<file path="config.mk">
export PLATFORM = sky130hd
export DESIGN_NAME = imem_loader
export DESIGN_NICKNAME = d
export VERILOG_FILES = /design/src/rtl/imem_loader.sv
export SDC_FILE = /design/constraint.sdc
export NUM_CORES = 1
export LEC_CHECK = 0
export ABC_AREA = 0
export ABC_CLOCK_PERIOD_IN_PS = 3900
export BUFFER_PORTS_ARGS = -buffer_cell sky130_fd_sc_hd__buf_2
export CAP_MARGIN = 20
export CORE_UTILIZATION = 51
export DETAILED_ROUTE_END_ITERATION = 8
export GPL_TIMING_DRIVEN = 1
export PLACE_DENSITY = 0.81
export RECOVER_POWER = 50
export SETUP_SLACK_MARGIN = 0.3
export SKIP_CTS_REPAIR_TIMING = 1
export SYNTH_ARGS = -nofsm -noshare
export SYNTH_HDL_FRONTEND = slang
export SYNTH_SLANG_ARGS = --single-unit
</file>
<file path="constraint.sdc">
create_clock -name clk -period 3.9 [get_ports clk]
set_input_delay 0.39 -clock clk [delete_from_list [all_inputs] [get_ports clk]]
set_output_delay 0.39 -clock clk [all_outputs]
set_load 0.03 [all_outputs]
</file>
<file path="src/rtl/imem_loader.sv">
// Boot-time instruction memory loader: parses a length-prefixed byte stream into
// big-endian words, writes them to memory, verifies an XOR checksum, and gates CPU reset.
module imem_loader #(
    parameter int unsigned BASE_ADDR = 0,
    parameter int unsigned MEM_BYTES = 128
) (
    input  logic        clk,
    input  logic        reset,
    input  logic        start,
    input  logic        s_valid,
    input  logic [7:0]  s_data,
    output logic        s_ready,
    output logic        mem_we,
    output logic [31:0] mem_addr,
    output logic [31:0] mem_wdata,
    output logic        busy,
    output logic        done,
    output logic        error,
    output logic [15:0] words_loaded,
    output logic        cpu_hold
);

    localparam logic [2:0] ST_IDLE   = 3'd0;
    localparam logic [2:0] ST_LEN_HI = 3'd1;
    localparam logic [2:0] ST_LEN_LO = 3'd2;
    localparam logic [2:0] ST_DATA   = 3'd3;
    localparam logic [2:0] ST_CHECK  = 3'd4;
    localparam logic [2:0] ST_DONE   = 3'd5;
    localparam logic [2:0] ST_ERROR  = 3'd6;

    logic [2:0]  state_q, state_d;
    logic [7:0]  len_hi_q, len_hi_d;
    logic [15:0] n_q, n_d;
    logic [23:0] word_q, word_d;
    logic [1:0]  idx_q, idx_d;
    logic [7:0]  csum_q, csum_d;
    logic [15:0] words_q, words_d;
    logic        we_q, we_d;
    logic [31:0] addr_q, addr_d;
    logic [31:0] wdata_q, wdata_d;

    logic        accept;
    logic [15:0] len_rx;
    logic        len_overflow;
    logic [15:0] words_inc;

    // The loader is ready for bytes exactly while a load is in progress.
    assign busy   = (state_q == ST_LEN_HI) || (state_q == ST_LEN_LO) ||
                    (state_q == ST_DATA)   || (state_q == ST_CHECK);
    assign s_ready = busy;
    assign accept  = s_valid && s_ready;

    assign len_rx       = {len_hi_q, s_data};
    assign len_overflow = {14'd0, len_rx, 2'b00} > MEM_BYTES[31:0];
    assign words_inc    = words_q + 16'd1;

    always_comb begin
        state_d  = state_q;
        len_hi_d = len_hi_q;
        n_d      = n_q;
        word_d   = word_q;
        idx_d    = idx_q;
        csum_d   = csum_q;
        words_d  = words_q;
        we_d     = 1'b0;
        addr_d   = addr_q;
        wdata_d  = wdata_q;

        case (state_q)
            ST_IDLE, ST_DONE, ST_ERROR: begin
                if (start) begin
                    state_d = ST_LEN_HI;
                    words_d = 16'd0;
                    csum_d  = 8'd0;
                    idx_d   = 2'd0;
                end
            end
            ST_LEN_HI: begin
                if (accept) begin
                    len_hi_d = s_data;
                    state_d  = ST_LEN_LO;
                end
            end
            ST_LEN_LO: begin
                if (accept) begin
                    n_d = len_rx;
                    if (len_overflow)
                        state_d = ST_ERROR;
                    else if (len_rx == 16'd0)
                        state_d = ST_CHECK;
                    else
                        state_d = ST_DATA;
                end
            end
            ST_DATA: begin
                if (accept) begin
                    word_d = {word_q[15:0], s_data};
                    csum_d = csum_q ^ s_data;
                    idx_d  = idx_q + 2'd1;
                    if (idx_q == 2'd3) begin
                        we_d    = 1'b1;
                        addr_d  = BASE_ADDR[31:0] + {14'd0, words_q, 2'b00};
                        wdata_d = {word_q, s_data};
                        words_d = words_inc;
                        // Leaving DATA now means a byte taken during the write cycle is the checksum.
                        if (words_inc == n_q)
                            state_d = ST_CHECK;
                    end
                end
            end
            ST_CHECK: begin
                if (accept)
                    state_d = (s_data == csum_q) ? ST_DONE : ST_ERROR;
            end
            default: state_d = ST_IDLE;
        endcase
    end

    always_ff @(posedge clk or posedge reset) begin
        if (reset) begin
            state_q  <= ST_IDLE;
            len_hi_q <= 8'd0;
            n_q      <= 16'd0;
            word_q   <= 24'd0;
            idx_q    <= 2'd0;
            csum_q   <= 8'd0;
            words_q  <= 16'd0;
            we_q     <= 1'b0;
            addr_q   <= 32'd0;
            wdata_q  <= 32'd0;
        end else begin
            state_q  <= state_d;
            len_hi_q <= len_hi_d;
            n_q      <= n_d;
            word_q   <= word_d;
            idx_q    <= idx_d;
            csum_q   <= csum_d;
            words_q  <= words_d;
            we_q     <= we_d;
            addr_q   <= addr_d;
            wdata_q  <= wdata_d;
        end
    end

    assign mem_we       = we_q;
    assign mem_addr     = addr_q;
    assign mem_wdata    = wdata_q;
    assign done         = (state_q == ST_DONE);
    assign error        = (state_q == ST_ERROR);
    assign words_loaded = words_q;
    assign cpu_hold     = ~done;

endmodule

</file>
After elaboration in Yosys (flattened, before gate mapping). Index checks and enable logic that the tools add are counted.

Word-level logic and storage cells: 70. Flip-flop bits (word level): 126. Input port bits: 12. Output and inout port bits: 86.

Bitwise gates (word level): 2. Muxes and demuxes: 24. Magnitude comparators: 1. Reductions and logical operators: 15. $add $sub $neg: 2. Eq/ne operators: 16.

Operators by type and width (count): $mux W16 (3); $pmux W16 S2 (1); $mux W3 (9); $gt A18 B8 Y1 const B (1); $add A16 B1 Y16 const B (1); $eq A16 B16 Y1 (1); $logic_not A16 Y1 (1); $mux W8 (2); $pmux W8 S2 (1); $pmux W3 S5 (1); $ne A2 B2 Y1 const B (5); $eq A3 B3 Y1 const B (3); $eq A8 B8 Y1 (1); $xor A8 B8 Y8 (1); $reduce_and A7 Y1 (1); $eq A3 B2 Y1 const B (2); $mux W2 (3); $reduce_and A2 Y1 (3); $reduce_and A3 Y1 (2); $ne A2 B1 Y1 const B (2); $pmux W2 S2 (1); $reduce_and A4 Y1 (1); $eq A3 B1 Y1 const B (1); $logic_not A3 Y1 (1); other kinds (8) (12).

Longest topological paths before layout.
Depth after elaboration: 7. Mapped depth: 11. Depth with buffers taken out: 7.

Worst setup path before layout. No wires, ideal clock.

Path type: reg2reg. Start point: reg words_q[1] (netlist: words_loaded[1]). End point: reg state_q[0]. Required time: 3.767 ns. Path buffers: 0. Cell stages (with the launch flop): 8. Clock period less this slack: 2.399 ns. Data arrival time: 2.266 ns. Path slack: 1.501 ns. Library setup time: 0.133 ns. Cell sequence: dfrtp_1 -> ha_1 -> nand4_2 -> nor4_1 -> xnor2_1 -> o211ai_1 -> nor4_4 -> a21oi_1.

Word-level cells in the longest chain between the ends: 4.

RTL lines: from (decl) (line 37) `logic [15:0] words_q, words_d;`; from (signal assigned) (line 138) `words_q <= words_d;`; $add A16 B1 Y16 (line 55) `assign words_inc = words_q + 16'd1;`; $eq A16 B16 Y1 (line 106) `if (words_inc == n_q)`; $ne A2 B1 Y1 (no line); $reduce_and A7 Y1 (no line); to (signal assigned) (line 132) `state_q <= state_d;`; to (decl) (line 31) `logic [2:0] state_q, state_d;`.

Every way passes these cells. A chain may end at the register's enable or synchronous reset.

Final worst setup path.
Start point: reg state_q[0]. End point: reg words_q[9] (netlist: words_loaded[9]).

Word-level cells in the longest chain between the ends: 7. Elaborated cells on any way between the ends: 18. Those cells by class: eq/ne: 9; mux: 1; reduce/logical: 8.

RTL lines: $eq A3 B1 Y1 or $eq A3 B2 Y1 (tied branches) (line 48) `assign busy = (state_q == ST_LEN_HI) || (state_q == ST_LEN_LO) ||`; $logic_or A1 B1 Y1 (2 in a row) (line 48); $logic_or A1 B1 Y1 (line 49) `(state_q == ST_DATA) || (state_q == ST_CHECK);`; $logic_and A1 B1 Y1 (line 51) `assign accept = s_valid && s_ready;`; $ne A2 B2 Y1 (no line); $reduce_and A4 Y1 (no line).

Parallel ways exist; a longest one is shown, timed or not.

==> impl_summary.txt <==
----------------------------------------------------
[Outcome]
  Result of the run ... complete, no violations

[Min path]
  Classification of the worst-slack hold path ... input port to async pin

[STA]
  Actual transition at the worst max-transition pin ... 0.764 ns
  Final Hold Violating Endpoints ... 0
  Part of the cycle the worst path needs ... 68.4%
  Fmax ... 375 MHz
  Setup repair after global routing missed its margin ... false
  Count of final max-slew check failures ... 0
  Min cycle time layout ... 2.67 ns
  Post-route clock skew ... 0.00836 ns
  Sum of negative setup slack ... 0 ns
  Slew HR ... 48.9%
  Number of setup violations in the final report ... 0

[Global route]
  Pin count of the biggest net entering global routing ... 127
  Global-route total usage across every layer ... 23.9%
  Initial antenna violation count ... 0
  First-pass GRT wire length ... 23.2 mm
  Remaining global-route overflow ... 0
  Via count of the first global-routing pass ... 4534

[Critical path]
  Reg-to-Reg Start ... state_q[0]$_DFFE_PP0P_
  Worst reg2reg endpoint ... words_loaded[9]$_DFFE_PP0P_
  Req. time, crit path ... 4.20 ns
  Type of the worst setup path ... flop to flop
  Register-to-Register Setup Slack ... 1.23 ns
  Top fanout value on the critical path ... 55
  Worst setup SP type ... flop
  Source of the critical timing path ... state_q[0]$_DFFE_PP0P_
  CP endpoint kind ... flop
  Data arrival time of the worst path ... 2.97 ns
  Worst Reg2Reg Path Length in Cells ... 6

[Routing]
  Avg WL per Cell ... 16.8 µm
  Count of nets left with antenna violations after detail routing ... 0
  Vias per Instance ... 5.74
  First drt pass iteration count ... 5
  DRC ... 0
  Number of DRC violations after detailed-routing iteration 0 ... 398
  Number of vias in the routed layout ... 4787
  Total detailed-routing wirelength ... 14.0 mm

[Synthesis]
  Top cell type's share of synthesized area ... 52.3%
  Number of synthesized flops with an enable pin ... 0
  Largest area contributor in the netlist ... sky130_fd_sc_hd__dfrtp_1
  Top cells by area, synth ... sky130_fd_sc_hd__dfrtp_1 52%, sky130_fd_sc_hd__nand2_1 10%, sky130_fd_sc_hd__mux2_2 8.8%
  Mean instance size in the synthesized netlist ... 9.81 µm²
  Most used flip-flop cell after synthesis ... sky130_fd_sc_hd__dfrtp_1
  Number of distinct library cells after synthesis ... 54
  Cells after synthesis ... 614
  Proportion of synthesized chip area in sequential cells ... 52.3%
  Cell area after synthesis ... 0.00602 mm²
  Number of storage elements in the synthesis netlist ... 126
  Share of synthesized flip-flops with an asynchronous set or reset ... 100%
  Number of warnings issued by yosys ... 0

[Power and ir drop]
  Pwr Density ... 648 mW/mm²
  Leakage power total ... 0.00344 µW
  Max VDD drop ... 368 µV

[Run]
  Total of max-cap violations ... 0

[Floorplanning]
  Row count ... 39
  Overall die area ... 0.0123 mm²
  Number of top-level pins ... 98
  Core Area ... 0.0115 mm²
  Horizontal extent of the die ... 111 µm
  Die Y-Extent ... 111 µm
  Initial core utilization ... 52.5%

[Cells and area]
  Antenna Diode Count ... 0
  Highest-count cells in the layout ignoring fill and taps ... 167 x sky130_fd_sc_hd__nand2_1, 126 x sky130_fd_sc_hd__dfrtp_1, 47 x sky130_fd_sc_hd__mux2_2, 46 x sky130_fd_sc_hd__buf_2, 45 x sky130_fd_sc_hd__o21ai_0
  Final net count ... 695
  Share of post-route cells with drive strength above 1 ... 19.7%
  Commonest non-fill, non-tap cell in the layout ... sky130_fd_sc_hd__nand2_1
  Number of inserted filler cells in the final layout ... 904
  Post-route cell area ... 0.00693 mm²
  Area Overhead vs Synth ... 15.1%

[Placed design]
  Post-place instance area ... 0.00643 mm²
  Number of I/O port buffers ... 81
  Hpwl dp ... 9.05 mm
  Gp weighted congestion ... 0.866

[Clocking]
  Root cell of the clock tree ... sky130_fd_sc_hd__clkbuf_16
  Worst-case clock buffer depth ... 2
  Clock input transition at the sequential cells of the worst setup and hold paths ... 0.05 ns
  Num CTS Buffers ... 17
  Total number of clock tree sinks ... 126
  CTS H-Tree Depth ... 4
  Clock insertion delay at the later pin of the skew report ... 0.42 ns
  TritonCTS clock tree ... done

----------------------------------------------------
-- area by class of cell --
class | instances | area (µm²) | share of cell area (%)
timing repair buffer | 89 | 434 | 6.26
tap | 143 | 179 | 2.58
clock inverter | 8 | 92.6 | 1.34
inverter | 10 | 38.8 | 0.559
clock buffer | 21 | 460 | 6.64
multi-input combinational | 437 | 2580 | 37.2
sequential | 126 | 3150 | 45.5
-- report_power, final --
| part | total, µW | internal (µW) | switching [µW] | leakage, µW |
|---|---|---|---|---|
| Sequential | 1900 | 1610 | 289 | 0.00168 |
| Combinational | 1110 | 458 | 656 | 0.00148 |
| Clock | 1480 | 955 | 528 | 0.000274 |
| Total | 4490 | 3020 | 1470 | 0.00344 |
-- worst max-delay path, cell delays in order (launching register included) --
cell,delay [ns]
sky130_fd_sc_hd__dfrtp_1,0.68
sky130_fd_sc_hd__nor2b_1,0.52
sky130_fd_sc_hd__and3_1,0.23
sky130_fd_sc_hd__buf_4,0.26
sky130_fd_sc_hd__nand2_2,0.09
sky130_fd_sc_hd__buf_4,0.30
sky130_fd_sc_hd__o41ai_1,0.42
-- flip-flops by register name, summed over array words and instances, names as in the netlist --
register / flops
state_q: 3
words_loaded: 16
len_hi_q: 8
word_q: 24
mem_addr: 16
n_q: 16
mem_wdata: 32
csum_q: 8
idx_q: 2
mem_we: 1
-- cell families (layout without fill, tap and decap cells) --
logic type / after synthesis / count (layout) / share of synthesized area [%]
AND/OR/NAND/NOR: 252 / 252 / 19.1
adder cells (fa/ha/maj): 2 / 2 / 0.415
other: 1 / 16 / 0.0622
buffers and inverters: 66 / 128 / 5.88
XOR/XNOR: 29 / 29 / 4.22
flip-flops: 126 / 126 / 52.3
AO/OA/AOI/OAI: 90 / 90 / 9.06
multiplexers: 48 / 48 / 8.95
-- synth_stat cells (5+ instances only) --
cell type / n
sky130_fd_sc_hd__buf_2: 16
sky130_fd_sc_hd__nor2_1: 22
sky130_fd_sc_hd__a21oi_1: 8
sky130_fd_sc_hd__clkbuf_1: 16
sky130_fd_sc_hd__xor2_1: 12
sky130_fd_sc_hd__nand2_1: 168
sky130_fd_sc_hd__xnor2_1: 17
sky130_fd_sc_hd__inv_1: 10
sky130_fd_sc_hd__dfrtp_1: 126
sky130_fd_sc_hd__mux2_2: 47
sky130_fd_sc_hd__a31oi_1: 6
sky130_fd_sc_hd__nand3_1: 13
sky130_fd_sc_hd__buf_4: 21
sky130_fd_sc_hd__nor4_1: 5
sky130_fd_sc_hd__nand4_1: 7
sky130_fd_sc_hd__o21ai_0: 45
sky130_fd_sc_hd__o31ai_1: 9
-- routing by layer --
layer | wire length [µm] | vias up | global-route usage, %
li1 | - | 2203 | -
met1 | 6090 | 2345 | 32.5
met2 | 6840 | 211 | 37.6
met3 | 834 | 28 | 5.41
met4 | 272 | 0 | 8.89
met5 | 0 | - | 0
-- per-stage QoR --
stage	power (µW)	util [%]	hold WS, ns	setup slack [ns]	instances
2_1_floorplan	2720	-	0.439	1.50	629
3_3_place_gp	2910	56.1	0.452	1.46	805
3_5_place_dp	3000	56.1	0.459	1.30	805
4_1_cts	4500	60.9	0.205	1.29	834
5_1_grt	4710	60.5	0.264	1.02	834
6_report	4490	60.5	0.149	1.23	834
-- worst max-delay path by stage --
| stage | slack (ns) | endpoint |
|---|---|---|
| 2_1_floorplan | 1.50 | state_q[0]$_DFFE_PP0P_ |
| 3_3_place_gp | 1.46 | mem_addr[5]$_DFFE_PP0P_ |
| 3_5_place_dp | 1.30 | mem_addr[3]$_DFFE_PP0P_ |
| 4_1_cts | 1.29 | state_q[0]$_DFFE_PP0P_ |
| 5_1_grt | 1.02 | mem_addr[2]$_DFFE_PP0P_ |
| 6_report | 1.23 | words_loaded[9]$_DFFE_PP0P_ |
Note: power is estimated with default switching activity, not from simulation.
